[src/rtl/adder_rr_sched.sv]
// Round-robin scheduler sharing one 11-bit adder among N_REQ requesters, with a
// single registered response slot. Optional grant/stall counters: ADDER_RR_SCHED_STATS_EN.
module adder_11bit (
  input  logic [10:0] a,
  input  logic [10:0] b,
  input  logic        cin,
  output logic [11:0] sum
);
  assign sum = {1'b0, a} + {1'b0, b} + {11'd0, cin};
endmodule

module adder_rr_sched #(
  parameter int N_REQ = 4
) (
  input  logic                 clk,
  input  logic                 rst,
  input  logic [N_REQ-1:0]     req_valid,
  input  logic [11*N_REQ-1:0]  req_a,
  input  logic [11*N_REQ-1:0]  req_b,
  output logic [N_REQ-1:0]     req_ready,
  output logic                 rsp_valid,
  input  logic                 rsp_ready,
  output logic [11:0]          rsp_sum,
  output logic [2:0]           rsp_id
`ifdef ADDER_RR_SCHED_STATS_EN
  ,
  output logic [15:0]          grant_cnt,
  output logic [15:0]          stall_cnt
`endif
);
  localparam logic [3:0] NR = 4'(N_REQ);

  typedef enum logic {EMPTY, FULL} state_t;
  state_t      state_q, state_d;
  logic [2:0]  ptr_q, ptr_d;
  logic [11:0] sum_q, sum_d;
  logic [2:0]  id_q, id_d;

  logic        slot_free, grant, rsp_fire;
  logic [2:0]  gnt_id;
  logic [3:0]  scan_idx, nxt_idx;
  logic [7:0]  req_ext, rdy_ext;
  logic [10:0] op_a, op_b;
  logic [11:0] add_sum;

  assign rsp_fire  = rsp_valid && rsp_ready;
  assign slot_free = !rsp_valid || rsp_ready;

  // Scan from the farthest offset down so the first valid index after ptr wins last.
  always_comb begin
    grant    = 1'b0;
    gnt_id   = 3'd0;
    scan_idx = 4'd0;
    req_ext  = 8'd0;
    req_ext[N_REQ-1:0] = req_valid;
    for (int k = N_REQ - 1; k >= 0; k--) begin
      scan_idx = {1'b0, ptr_q} + 4'(k);
      if (scan_idx >= NR) scan_idx = scan_idx - NR;
      if (req_ext[scan_idx[2:0]]) begin
        grant  = 1'b1;
        gnt_id = scan_idx[2:0];
      end
    end
    if (!slot_free || rst) grant = 1'b0;
    rdy_ext   = grant ? (8'd1 << gnt_id) : 8'd0;
    req_ready = rdy_ext[N_REQ-1:0];
  end

  assign op_a = req_a[11*gnt_id +: 11];
  assign op_b = req_b[11*gnt_id +: 11];

  adder_11bit u_add (
    .a   (op_a),
    .b   (op_b),
    .cin (1'b0),
    .sum (add_sum)
  );

  always_comb begin
    nxt_idx = {1'b0, gnt_id} + 4'd1;
    ptr_d   = ptr_q;
    sum_d   = sum_q;
    id_d    = id_q;
    if (grant) begin
      ptr_d = (nxt_idx >= NR) ? 3'd0 : nxt_idx[2:0];
      sum_d = add_sum;
      id_d  = gnt_id;
    end
  end

  always_comb begin
    state_d = state_q;
    case (state_q)
      EMPTY:   if (grant) state_d = FULL;
      FULL:    if (rsp_fire && !grant) state_d = EMPTY;
      default: state_d = EMPTY;
    endcase
  end

  always_ff @(posedge clk or posedge rst) begin
    if (rst) begin
      state_q <= EMPTY;
      ptr_q   <= 3'd0;
      sum_q   <= 12'd0;
      id_q    <= 3'd0;
    end else begin
      state_q <= state_d;
      ptr_q   <= ptr_d;
      sum_q   <= sum_d;
      id_q    <= id_d;
    end
  end

  always_comb begin
    rsp_valid = (state_q == FULL);
    rsp_sum   = sum_q;
    rsp_id    = id_q;
  end

`ifdef ADDER_RR_SCHED_STATS_EN
  logic [15:0] grant_cnt_q, grant_cnt_d, stall_cnt_q, stall_cnt_d;

  always_comb begin
    grant_cnt_d = grant_cnt_q;
    stall_cnt_d = stall_cnt_q;
    if (grant && grant_cnt_q != 16'hFFFF) grant_cnt_d = grant_cnt_q + 16'd1;
    if (rsp_valid && !rsp_ready && stall_cnt_q != 16'hFFFF) stall_cnt_d = stall_cnt_q + 16'd1;
  end

  always_ff @(posedge clk or posedge rst) begin
    if (rst) begin
      grant_cnt_q <= 16'd0;
      stall_cnt_q <= 16'd0;
    end else begin
      grant_cnt_q <= grant_cnt_d;
      stall_cnt_q <= stall_cnt_d;
    end
  end

  assign grant_cnt = grant_cnt_q;
  assign stall_cnt = stall_cnt_q;
`endif
endmodule

[config.mk]
export PLATFORM = sky130hd
export DESIGN_NAME = adder_rr_sched
export DESIGN_NICKNAME = d
export VERILOG_FILES = /design/src/rtl/adder_rr_sched.sv
export SDC_FILE = /design/constraint.sdc
export NUM_CORES = 1
export LEC_CHECK = 0
export BUFFER_PORTS_ARGS = -buffer_cell sky130_fd_sc_hd__clkbuf_2
export CAP_MARGIN = 20
export CORE_ASPECT_RATIO = 1.4
export CORE_MARGIN = 1
export CORE_UTILIZATION = 46
export CTS_BUF_LIST = sky130_fd_sc_hd__clkbuf_8
export CTS_CLUSTER_DIAMETER = 40
export DETAILED_ROUTE_END_ITERATION = 12
export PLACE_DENSITY = 0.78
export SYNTH_ARGS = -nofsm -noshare
export SYNTH_HDL_FRONTEND = slang
export SYNTH_SLANG_ARGS = --single-unit
[constraint.sdc]
create_clock -name clk -period 4.3 [get_ports clk]
set_clock_uncertainty 0.05 [all_clocks]
set_input_delay 0.215 -clock clk [delete_from_list [all_inputs] [get_ports clk]]
set_output_delay 0.215 -clock clk [all_outputs]
set_load 0.01 [all_outputs]
After elaboration in Yosys (flattened, before gate mapping)

Cells that the tools add are included.

Bits in registers: 19
Output and inout port bits: 20

Multiplexer cells: 26
$lt $le $gt $ge: 9
Multipliers: 1
Reductions and logical operators: 7
Shift operators: 3
Bitwise operators: 1
$add $sub $neg: 9

Operator list:

| operator                                                                      | count |
|---|---|
| 44-bit by 8-bit variable part select with 11-bit output                       | 2 |
| 3-bit two-way mux                                                             | 9 |
| 4-bit by 3-bit >= comparator with 1-bit output (second input constant)        | 4 |
| 3-bit by 4-bit less-than comparator with 1-bit output (second input constant) | 4 |
| 11-bit by 11-bit adder with 12-bit output                                     | 1 |
| 1-bit binary-select mux with 3-bit select                                     | 4 |
| 3-bit subtractor (second input constant)                                      | 4 |
| 1-bit two-way mux                                                             | 11 |
| 3-bit by 1-bit adder with 4-bit output (second input constant)                | 2 |
| 3-bit by 2-bit adder with 4-bit output (second input constant)                | 2 |
| 4-bit by 3-bit multiplier with 7-bit output (first input constant)            | 1 |
| 4-bit two-way mux                                                             | 1 |
| 1-bit by 3-bit left shift with 4-bit output (first input constant)            | 1 |
| 3-bit >= comparator (second input constant)                                   | 1 |
| 1-bit logical NOT                                                             | 3 |
| 1-bit logical AND                                                             | 2 |
| 1-bit logical OR                                                              | 2 |
| 1-bit case mux with 2 select lines                                            | 1 |
| 1-bit NOT                                                                     | 1 |

Logic depth before layout (Yosys ltp)

Gate-level depths: netlist of the first run.

Word-level depth: 14
Depth in mapped cells: 21
Depth with buffers taken out: 16

Cells and area by module

A second synthesis of the first run with hierarchy kept.

Cells, all modules: 248
Area total of the unflattened synthesis: 2433.6 µm²

By module, submodules not included:

| module         | cells an instance | instances | area each (µm²) | seq. area each (µm²) |
|---|---|---|---|---|
| adder_rr_sched | 183               | 1         | 1920.6          | 475.5 |
| adder_11bit    | 65                | 1         | 513.0           | 0.0 |

Worst setup path after synthesis of the first run

No wires, ideal clock.

Kind: reg2reg
From: reg ptr_q[0]
To: reg sum_q[10] (netlist: rsp_sum[10])
Period minus slack after synthesis: 4.528 ns
Cell stages (with the launch flop): 22
Buffers on the path: 5
Data arrival time: 4.354 ns
Data required time: 4.126 ns
Slack: -0.228 ns
Cell sequence: dfrtp_1 buf_4 clkinv_1 ha_1 buf_2 mux2i_1 o21ai_0 and3_1 buf_2 clkbuf_1 buf_2 nor4b_1 o22ai_1 nand2_1 ha_1 fa_1 a21o_1 a211oi_1 nor2_1 o41a_1 mux2i_1 o31a_1

Cells in the longest elaborated chain, start to end: 12
Elaborated cells between the ends (all ways): 36

Ends and longest elaborated chain:

| item                                                                               | RTL line | text |
|---|---|---|
| start, declared                                                                    | 35       | `logic [2:0] ptr_q, ptr_d;` |
| start signal, assigned                                                             | 108      | `ptr_q <= ptr_d;` |
| 3-bit by 2-bit adder with 4-bit output                                             | 57       | `scan_idx = {1'b0, ptr_q} + 4'(k);` |
| 4-bit by 3-bit >= comparator with 1-bit output or 3-bit subtractor (tied branches) | 58       | `if (scan_idx >= NR) scan_idx = scan_idx - NR;` |
| 3-bit two-way mux                                                                  | 58       |  |
| 1-bit binary-select mux with 3-bit select                                          | 59       | `if (req_ext[scan_idx[2:0]]) begin` |
| 1-bit two-way mux (implied by the code)                                            | 59       |  |
| 3-bit two-way mux (4 in a row)                                                     | 59       |  |
| 4-bit by 3-bit multiplier with 7-bit output                                        | 69, 70   |  |
| 44-bit by 8-bit variable part select with 11-bit output, on equally long branches  | 69, 70   |  |
| 11-bit by 11-bit adder with 12-bit output                                          | 9        | `assign sum = {1'b0, a} + {1'b0, b} + {11'd0, cin};` |
| end signal, assigned                                                               | 109      | `sum_q <= sum_d;` |
| end, declared                                                                      | 36       | `logic [11:0] sum_q, sum_d;` |

Parallel ways exist; a longest one is shown, timed or not. The select of a mux whose other input is x is not followed.
A chain may end at the register's enable or synchronous reset.

Final worst setup path of the first run

Ends and elaborated chain as after synthesis.

==> results of run 1 <==
-- cell usage after synthesis, drive strengths merged, types with 3 or more instances --
cell type,n
dfrtp,19
xnor2,3
a21o,5
ha,18
nand2b,3
and3,3
inv,10
and2,4
nor4b,44
o22ai,22
o31a,46
clkbuf,28
o211ai,23
nand3b,3
nand2,36
nor2,15
buf,14
o21ai,16
mux2i,7
a21oi,9
xor2,4
nor3,5
mux2,4
-- logic make-up (layout without fill, tap and decap cells) --
group	Yosys count	in the layout	share of synthesized area (%)
AO/OA/AOI/OAI	132	132	34.6
AND/OR/NAND/NOR	117	118	25.1
buffers and inverters	53	165	8.07
adder cells (fa/ha/maj)	19	19	8.55
flip-flops	19	19	16.6
multiplexers	12	13	4.80
XOR/XNOR	7	7	2.14
other	1	1	0.131
-- registers in the layout, summed over array words and instances (netlist names) --
register	count
rsp_valid	1
rsp_sum	12
ptr_q	3
rsp_id	3
-- area by class of cell --
type	count	area, µm²
inverter	11	46.3
clock inverter	1	5.00
tap	70	87.6
fill	533	2100
clock buffer	3	41.3
multi-input combinational	290	2310
sequential	19	475
timing repair buffer	150	882
-- power by group through the flow --
stage	combinational, mW	clock (mW)	sequential, mW
final	3.85	0.126	0.307
after global routing	4.22	0.135	0.320
after CTS	3.52	0.127	0.309
after detailed placement	3.50	0	0.312
after global placement	3.40	0	0.308
after floorplan	2.59	0	0.337
-- how the worst max path moves through the flow --
stage | endpoint | slack (ns) | from
after floorplan | rsp_sum[10] | 0.005 | ptr_q[0]
after global placement | rsp_sum[10] | 0.09 | ptr_q[0]
after detailed placement | rsp_sum[10] | 0.02 | ptr_q[0]
after CTS | rsp_sum[10] | 0.02 | ptr_q[0]
after global routing | rsp_sum[10] | -0.01 | ptr_q[0]
final | rsp_sum[10] | 0.16 | ptr_q[0]
-- through the flow --
step / power (mW) / TNS, ns / cell area (µm²)
floorplan: 2.92 / 0 / 2920
global route: 4.68 / -0.0224 / 3850
global placement: 3.71 / 0 / 3620
finish: 4.28 / 0 / 3850
detailed placement: 3.81 / 0 / 3620
CTS: 3.96 / 0 / 3670
-- routing by layer --
| metal | vias to the layer above | track usage, % | wire length, µm |
|---|---|---|---|
| met3 | 32 | 2.51 | 403 |
| met1 | 1587 | 34.8 | 3980 |
| met5 | - | 0 | 0 |
| met2 | 135 | 46.3 | 4550 |
| met4 | 0 | 14.5 | 376 |
| li1 | 1647 | - | - |
-- timing repair --
| item | in CTS | in global routing |
|---|---|---|
| buffers inserted | 0 | 9 |
| gates resized for setup | 0 | 18 |
| hold buffers | 0 | 0 |
| endpoints found under the setup margin | 0 | 4 |
==> impl_results.md, run 1 <==
* Outcome: finished clean
* Die height at between 90 and 100 µm
* Initial antenna violation count at 0
* Share of total power in the clock network at 2.9%
* Max-slew headroom at roughly half
* Initial Util at around half
* Min Hold Slack at about 0.017 ns
* CTS max path bufs at 2
* Clock sink total at 19
* Largest net degree at the start of global routing at 33
* Critical Path End Type: flop
* CP Data Required Time at 4.40 ns
* Min setup slack post-route at 0.159 ns
* Pins Over Slew Limit at 0
* Distinct cells, synth at 44
* Layout Utilization at 64.7%
* Sequential share of power at 7.2%
* Routed vias/inst at between 6 and 7
* Static leakage power at roughly 1.8 nW
* Post-synth EDFFs at 0
* Sw power at around 2.2 mW
* Critical-path top delay cell: dfrtp_1
* Setup Crit Path Kind: reg -> reg
* Worst R2R Path Depth at 16
* Synth warnings at 0
* Synthesis-to-finish area growth at 34.2%
* Final setup vio count at 0
* Root buf cell: clkbuf_8
* Layout cell share with drive strength beyond 1 at between 30% and 40%
* Highest Clock Rate at between 200 and 250 MHz
* Reg-to-reg endpoint: rsp_sum[10]
* R2R Setup Slk at between 0.15 and 0.2 ns
* Vias in the first global route at 3021
* Combinational group share of total power at about nine tenths
* Gr usage total at between 20% and 30%
* Synth Instances at between 300 and 400
* WL final at ~9300 µm
* Die area at 6560 µm²
* Antenna diode count at 0
* DRT Pass-1 Iters at 4
* Power per Cell Area at 1110 nW/µm²
* I/O Buffers at roughly 110
* Die Wd at just under 70 µm
* Iter 0 DRT Violations at between 200 and 250
* Instance count on the critical path at 16
* Commonest non-fill, non-tap cell in the layout: clkbuf_2
* Final HPWL DP at between 6000 and 7000 µm
* Internal at between 2 and 2.5 mW
* Switching portion of total power at 52.4%
* WL/cell at 17.1 µm
* GP Congestion at 0.983
* Synth top area cells: dfrtp_1 (17%), o31a_1 (14%), nor4b_1 (13%), ha_1 (7.9%), o211ai_1 (6.0%)
* Startpoint types: flop
* IO Pins at 115
* Leading area contributor after synthesis: dfrtp_1
* Tcrit/Tclk final at roughly 96%
* Fin cells at between 500 and 600
* CP Cell Sequence: clkinv_4 > ha_4 > mux4_2 > o21ai_1 > or3_4 > o31a_4 > buf_4 > o22ai_1 > nand2_1 > fa_2 > a21o_1 > a211oi_2 > nor2_1 > o41a_1 > mux2i_1 > o31a_1
* CTS clk-pin slew, worst paths at ~0.070 ns
* Final Hold Fails at 0
* Pre-CTS WS at ~0.024 ns
* Placed instance count at between 500 and 600
* Register area share after synthesis at 16.6%
* Worst slew pin tran at around 0.74 ns
* Post-DRT Antenna Nets at 0
* DRC at 0
* Asr flop ratio synth at 100%
* Yosys reg bits at 19
* First-pass GRT wire length at 14000 µm
* Peak supply drop at 0.569 mV
* CP delay by family, top: compound AO/OA/AOI/OAI gates
* Rows at 33
* Core area at slightly below 6000 µm²
* Top FF cell, synth: dfrtp_1
* Worst-skew pair later-pin latency at between 0.2 and 0.3 ns
* Max cap viols at 0
* HP Class: in -> async
* Max FO, Critical Path at 8
* Worst r2r src: ptr_q[0]
* Syn Std Cell Area at 2870 µm²
* Critical Path AT at about 4.2 ns
* Layout Nets at 589
* Avg Synthesized Cell Area at ~8 µm²
* Synth top area share at between 10% and 20%
* Crit path buffers/inverters at 2
* CTS buffer count at 3
* Post-Syn Nets at roughly 470
* CTS tree: yes
* H-tree lvl count at 1
* DR vias at around 3.4k
* Global route total overflow at 0
* Tmin final at 4.14 ns
* Largest stage delay, worst path at roughly 0.42 ns
* Most frequent cells in the layout: clkbuf_2 (114), o31a_1 (45), nor4b_1 (44)
(Power assumes the default switching activity.)
==> run 2, diff against run 1 <==
Settings changed: BUFFER_PORTS_ARGS -buffer_cell sky130_fd_sc_hd__clkbuf_2 to -buffer_cell sky130_fd_sc_hd__buf_2, CORE_UTILIZATION 46 to 45, CTS_BUF_LIST sky130_fd_sc_hd__clkbuf_8 to unset, PLACE_DENSITY 0.78 to 0.76.
==> run 2 against run 1 <==
Against the previous run:
- die area is 2.2% higher
- core utilization is 3.5 points lower
- largest cell class unchanged
- critical path depth stayed put
==> impl_results.md, run 2 (synthesis results as in run 1) <==
* Critical Path End Type: flop
* Initial Util at 46.5% (-1.7 points)
* Commonest non-fill, non-tap cell in the layout: buf_2
* Peak supply drop at 0.684 mV (+20%)
* Die area at 6700 µm² (+2.2%)
* DR vias at 3319 (-2.4%)
* Post-DRT Antenna Nets at 0 (unchanged)
* Static leakage power at 1.69 nW (-4.1%)
* Placed instance count at 528 (-0.19%)
* Post-CTS Hold Fix Bufs at 0 (unchanged)
* Vias in the first global route at 2939 (-2.7%)
* Worst slew pin tran at 0.753 ns (+0.00831 ns)
* Die Wd at 69.5 µm (+1.1%)
* Tmin final at 4.23 ns (+0.0942 ns)
* Largest stage delay, worst path at 0.42 ns (about the same)
* Tcrit/Tclk final at 98.5% (+2.2 points)
* Met3 GRT Util at 1.87% (-0.64 points)
* Root buf cell: clkbuf_8
* Crit path buffers/inverters at 2 (unchanged)
* Layout cell share with drive strength beyond 1 at 37.7% (-0.92 points)
* Die height at 96.5 µm (+1.1%)
* Multi-input logic area at 2290 µm² (-0.70%)
* CTS max path bufs at 2 (unchanged)
* CTS tree: yes
* Gr usage total at 25.0% (-2.8 points)
* Pre-CTS WS at 0.0153 ns (-0.00906 ns)
* Power per Cell Area at 1090 nW/µm² (-1.6%)
* Final Hold Fails at 0 (unchanged)
* CP Data Required Time at 4.40 ns (about the same)
* GRT met1 Usage at 31.4% (-3.4 points)
* GR Util met2 at 45.9% (-0.45 points)
* CP endpoint: rsp_sum[10]
* Min setup slack post-route at 0.0650 ns (-0.0942 ns)
* Rows at 34 (+3.0%)
* IO Pins at 115 (unchanged)
* Final setup vio count at 0 (unchanged)
* Max-slew headroom at 49.6% (-0.67 points)
* CP delay by family, top: compound AO/OA/AOI/OAI gates
* CP Cell Sequence: clkinv_4 > ha_4 > mux4_2 > o21ai_2 > or3_4 > o31a_1 > buf_6 > o22ai_1 > nand2_1 > fa_2 > a21o_1 > a211oi_2 > nor2_1 > o41a_1 > mux2i_1 > o31a_1
* Worst R2R Path Depth at 16 (unchanged)
* Worst-skew pair later-pin latency at 0.26 ns (about the same)
* Min Hold Slack at 0.0276 ns (+0.0102 ns)
* Register area at 475 µm² (unchanged)
* Placed cell area at 3580 µm² (-1.2%)
* Initial antenna violation count at 1 (+1)
* CP most frequent cell: o31a_1
* DRC at 0 (unchanged)
* Total power at 4.13 mW (-3.5%)
* Routed vias/inst at 6.15 (-1.7%)
* Synthesis-to-finish area growth at 31.6%
* CP startpoint: ptr_q[0]
* Core area at 6170 µm² (+3.7%)
* Iter 0 DRT Violations at 205 (-6.0%)
* WL final at 8850 µm (-5.0%)
* Startpoint types: flop
* Pins Over Slew Limit at 0 (unchanged)
* Critical Path AT at 4.34 ns (+0.10 ns)
* Most frequent cells in the layout: buf_2 (114), o31a_1 (46), nor4b_1 (44)
* Largest net degree at the start of global routing at 35 (+6.1%)
* I/O Buffers at 114 (unchanged)
* Final HPWL DP at 6610 µm (-3.7%)
* Setup Crit Path Kind: reg -> reg
* Layout fillers at 549 (+3.0%)
* Max cap viols at 0 (unchanged)
* Max FO, Critical Path at 8 (unchanged)
* Max reg flops at 12 (unchanged)
* Setup TNS at 0 ns (unchanged)
* R2R Setup Slk at 0.07 ns (-0.09 ns)
* HP Class: in -> async
* Highest Clock Rate at 236 MHz (-2.2%)
* First-pass GRT wire length at 13700 µm (-2.5%)
* Worst r2r src: ptr_q[0]
* Critical-path top delay cell: o31a_1
* H-tree lvl count at 1 (unchanged)
* Layout Nets at 582 (-1.2%)
* Reg-to-reg endpoint: rsp_sum[10]
* Global route total overflow at 0 (unchanged)
* Layout Utilization at 61.2% (-3.5 points)
* GP Congestion at 0.873 (-11%)
* DRT Pass-1 Iters at 5 (+1)
* Most Used Layer, Global Route: met2
* CTS clk-pin slew, worst paths at 0.07 ns (about the same)
* Clock sink total at 19 (unchanged)
* Finished Cell Area at 3770 µm² (-1.9%)
* Fin cells at 540 (-0.74%)
* Outcome: finished clean
* Instance count on the critical path at 16 (unchanged)
* WL/cell at 16.4 µm (-4.3%)
* CTS buffer count at 3 (unchanged)
run 2: cell count changes in the layout (fill, tap and decap cells not counted), sizes merged:
| cell | previous run | this run |
|---|---|---|
| clkbuf | 117 | 3 |
| buf | 36 | 144 |
| and3 | 4 | 3 |
| diode | 0 | 1 |
run 2: timing repair:
action	4_1_cts	5_1_grt
setup buffers	0	6
pin swaps	0	9
cloned	0	1
gates resized for setup	1	17
endpoints found under the setup margin	1	4
run 2: cell type report:
class | instances | area share, %
clock buffers | 3 | 1.09
flip-flops and latches | 19 | 12.6
diodes | 1 | 0.0663
clock inverters | 1 | 0.133
well taps | 72 | 2.39
repair buffers | 144 | 21.7
inverters | 11 | 1.23
multi-input cells | 289 | 60.8
run 2: worst register-to-register path, cell delays in order, from the launching register on:
cell and delay, ns:
dfrtp_1 0.41, clkinv_4 0.07, ha_4 0.32, mux4_2 0.23
o21ai_2 0.08, or3_4 0.41, o31a_1 0.42, buf_6 0.18
o22ai_1 0.16, nand2_1 0.11, fa_2 0.39, a21o_1 0.20
a211oi_2 0.23, nor2_1 0.08, o41a_1 0.37, mux2i_1 0.14
o31a_1 0.27
run 2: how the worst min path moves through the flow:
stage	slack [ns]	endpoint	start
3_5_place_dp	0.34	ptr_q[1]	rst
4_1_cts	0.06	rsp_id[0]	rst
6_report	0.03	rsp_sum[7]	rst
2_1_floorplan	0.12	ptr_q[0]	rst
3_3_place_gp	0.34	rsp_valid	rst
5_1_grt	0.12	rsp_sum[6]	rst
run 2: metal layers:
layer	share of wire, %	vias up
li1	-	1617
met1	43	1557
met2	51	137
met3	5.1	8
met4	1.4	0
met5	0	-
run 2: report_power, final:
group          internal (mW)  total [mW]  switching (mW)  leakage [nW]
registers              0.263       0.303          0.0401         0.234
logic                   1.62        3.70            2.08          1.43
clock network         0.0646       0.126          0.0615        0.0255
==> run 3, diff against run 2 <==
Settings changed: PLACE_DENSITY 0.76 to unset, PLACE_DENSITY_LB_ADDON set to 0.25, RECOVER_POWER set to 100.
==> run 3 against run 2 <==
Against the previous run:
- the run now ends with capacitance limit, slew limit left
- largest cell class unchanged
- flip-flop and latch count unchanged
- sequential power about the same
- highest routed layer unchanged
- via count is 1.5% lower
- maximum frequency grew 1.2%
- critical path type unchanged
- largest power group unchanged
- combinational power shrank 3%
- power decreased by 3.0%
==> impl_results.md, run 3 (synthesis results as in run 1) <==
* Worst slew pin tran at 1.72 ns (+0.971 ns)
* Finished Cell Area at 3670 µm² (-2.7%)
* Layout fillers at 592 (+7.8%)
* CTS clk-pin slew, worst paths at 0.08 ns (about the same)
* Min setup slack post-route at 0.115 ns (+0.0497 ns)
* Peak supply drop at 0.395 mV (-42%)
* Global route total overflow at 0 (unchanged)
* Layout Utilization at 59.6% (-1.6 points)
* Layout cell share with drive strength beyond 1 at 31.3% (-6.4 points)
* Fin cells at 536 (-0.74%)
* WL/cell at 16.3 µm (-0.41%)
* Most frequent cells in the layout: buf_2 (94), o31a_1 (46), nor4b_1 (44)
* R2R Setup Slk at 0.11 ns (+0.05 ns)
* DRC at 0 (unchanged)
* CTS buffer count at 3 (unchanged)
* Post-DRT Antenna Nets at 0 (unchanged)
* Final Hold Fails at 0 (unchanged)
* WL final at 8750 µm (-1.2%)
* DR vias at 3268 (-1.5%)
* CP Data Required Time at 4.39 ns (about the same)
* Final setup vio count at 0 (unchanged)
* Pre-CTS WS at 0.0163 ns (+0.00107 ns)
* Iter 0 DRT Violations at 210 (+2.4%)
* CP startpoint: ptr_q[0]
* Startpoint types: flop
* Layout Nets at 579 (-0.52%)
* Max reg flops at 12 (unchanged)
* Rows at 34 (unchanged)
* Vias in the first global route at 3020 (+2.8%)
* Pins Over Slew Limit at 13 (+13)
* Setup Crit Path Kind: reg -> reg
* Synthesis-to-finish area growth at 28.1%
* Die height at 96.5 µm (unchanged)
* Max FO, Critical Path at 9 (+1)
* Setup TNS at 0 ns (unchanged)
* Root buf cell: clkbuf_8
* CTS max path bufs at 2 (unchanged)
* Initial antenna violation count at 0 (-1)
* Worst-skew pair later-pin latency at 0.26 ns (about the same)
* I/O Buffers at 114 (unchanged)
* Routed vias/inst at 6.10 (-0.80%)
* Placed instance count at 526 (-0.38%)
* Worst r2r src: ptr_q[0]
* Clock sink total at 19 (unchanged)
* Max-slew headroom at -16.4% (-66 points)
* Critical Path End Type: flop
* Static leakage power at 1.61 nW (-4.4%)
* CTS tree: yes
* Placed cell area at 3600 µm² (+0.63%)
* Highest Clock Rate at 239 MHz (+1.2%)
* Tmin final at 4.19 ns (-0.0497 ns)
* DRT Pass-1 Iters at 5 (unchanged)
* Max cap viols at 1 (+1)
* Core area at 6170 µm² (unchanged)
* Power per Cell Area at 1090 nW/µm² (-0.34%)
* Initial Util at 46.5% (unchanged)
* First-pass GRT wire length at 14100 µm (+3.1%)
* Gr usage total at 25.7% (+0.70 points)
* IO Pins at 115 (unchanged)
* GP Congestion at 0.835 (-4.4%)
* Die Wd at 69.5 µm (unchanged)
* Antenna diode count at 0 (-1)
* Largest net degree at the start of global routing at 32 (-8.6%)
* H-tree lvl count at 1 (unchanged)
* Final HPWL DP at 6640 µm (+0.44%)
* Worst R2R Path Depth at 16 (unchanged)
* RSZ-0062 raised after global routing: yes
* Die area at 6700 µm² (unchanged)
* Failing checks: capacitance limit, slew limit
* HP Class: in -> async
* Critical Path AT at 4.28 ns (-0.06 ns)
* Outcome: finished with violations
* Commonest non-fill, non-tap cell in the layout: buf_2
* Reg-to-reg endpoint: rsp_sum[10]
* Tcrit/Tclk final at 97.3% (-1.2 points)
run 3: cell types whose count changed in the layout (fill, tap and decap cells not counted), moves of 2 or more:
cell,change
clkbuf_1,+20
buf_12,+3
buf_2,-20
ha_1,+2
o21ai_2,-2
mux2i_1,+3
buf_6,-3
mux2i_2,-2
mux2i_4,-2
buf_4,-2
run 3: critical path, cell delays in order, from the launching register on:
cell	delay, ns
dfrtp_1	0.42
buf_4	0.19
ha_1	0.19
and3_1	0.19
o21ai_0	0.37
nand3b_1	0.24
a21o_1	0.35
o211ai_1	0.13
nand2_1	0.08
ha_2	0.21
fa_2	0.37
a21o_1	0.21
a211oi_2	0.21
nor2_1	0.08
o41a_1	0.36
mux2i_1	0.14
o31a_1	0.28
run 3: timing repair:
action,in CTS,in global routing
hold buffers,0,0
resized for setup,2,4
pin swaps,0,5
setup endpoints to repair,1,4
hold endpoints to repair,0,0
buffers inserted,0,6
run 3: final cells by class:
cell class	instances	area, µm²	area share [%]
multi-input combinational	288	2210	60.1
clock inverter	1	5.00	0.136
timing repair buffer	142	806	21.9
sequential	19	475	12.9
clock buffer	3	41.3	1.12
tap	72	90.1	2.45
inverter	11	46.3	1.26
run 3: how the worst max path moves through the flow:
| stage | endpoint | slack, ns | cells past startpoint |
|---|---|---|---|
| 2_1_floorplan | rsp_sum[10] | 0.005 | 20 |
| 3_3_place_gp | rsp_sum[10] | 0.1 | 16 |
| 3_5_place_dp | rsp_sum[10] | 0.02 | 16 |
| 4_1_cts | rsp_sum[10] | 0.05 | 16 |
| 5_1_grt | rsp_sum[10] | -0.03 | 16 |
| 6_report | rsp_sum[10] | 0.11 | 16 |
run 3: through the flow:
stage	power, mW	hold slack, ns
final	4.00	0.0421
after global routing	4.42	0.115
after CTS	3.93	0.0712
after detailed placement	3.77	0.349
after global placement	3.73	0.342
after floorplan	2.92	0.125
run 3: per-layer routing:
| layer | vias up | part of all wire [%] | track usage (%) |
|---|---|---|---|
| met5 | - | 0 | 0 |
| met4 | 0 | 3.5 | 12.1 |
| met3 | 24 | 4.6 | 2.07 |
| met2 | 123 | 48 | 43.9 |
| met1 | 1515 | 44 | 33.2 |
| li1 | 1606 | - | - |
run 3: power by group:
part | internal [mW] | total, mW | switching, mW
logic | 1.58 | 3.58 | 2.00
clock network | 0.0643 | 0.124 | 0.0595
registers | 0.263 | 0.304 | 0.0409
total | 1.90 | 4.00 | 2.10
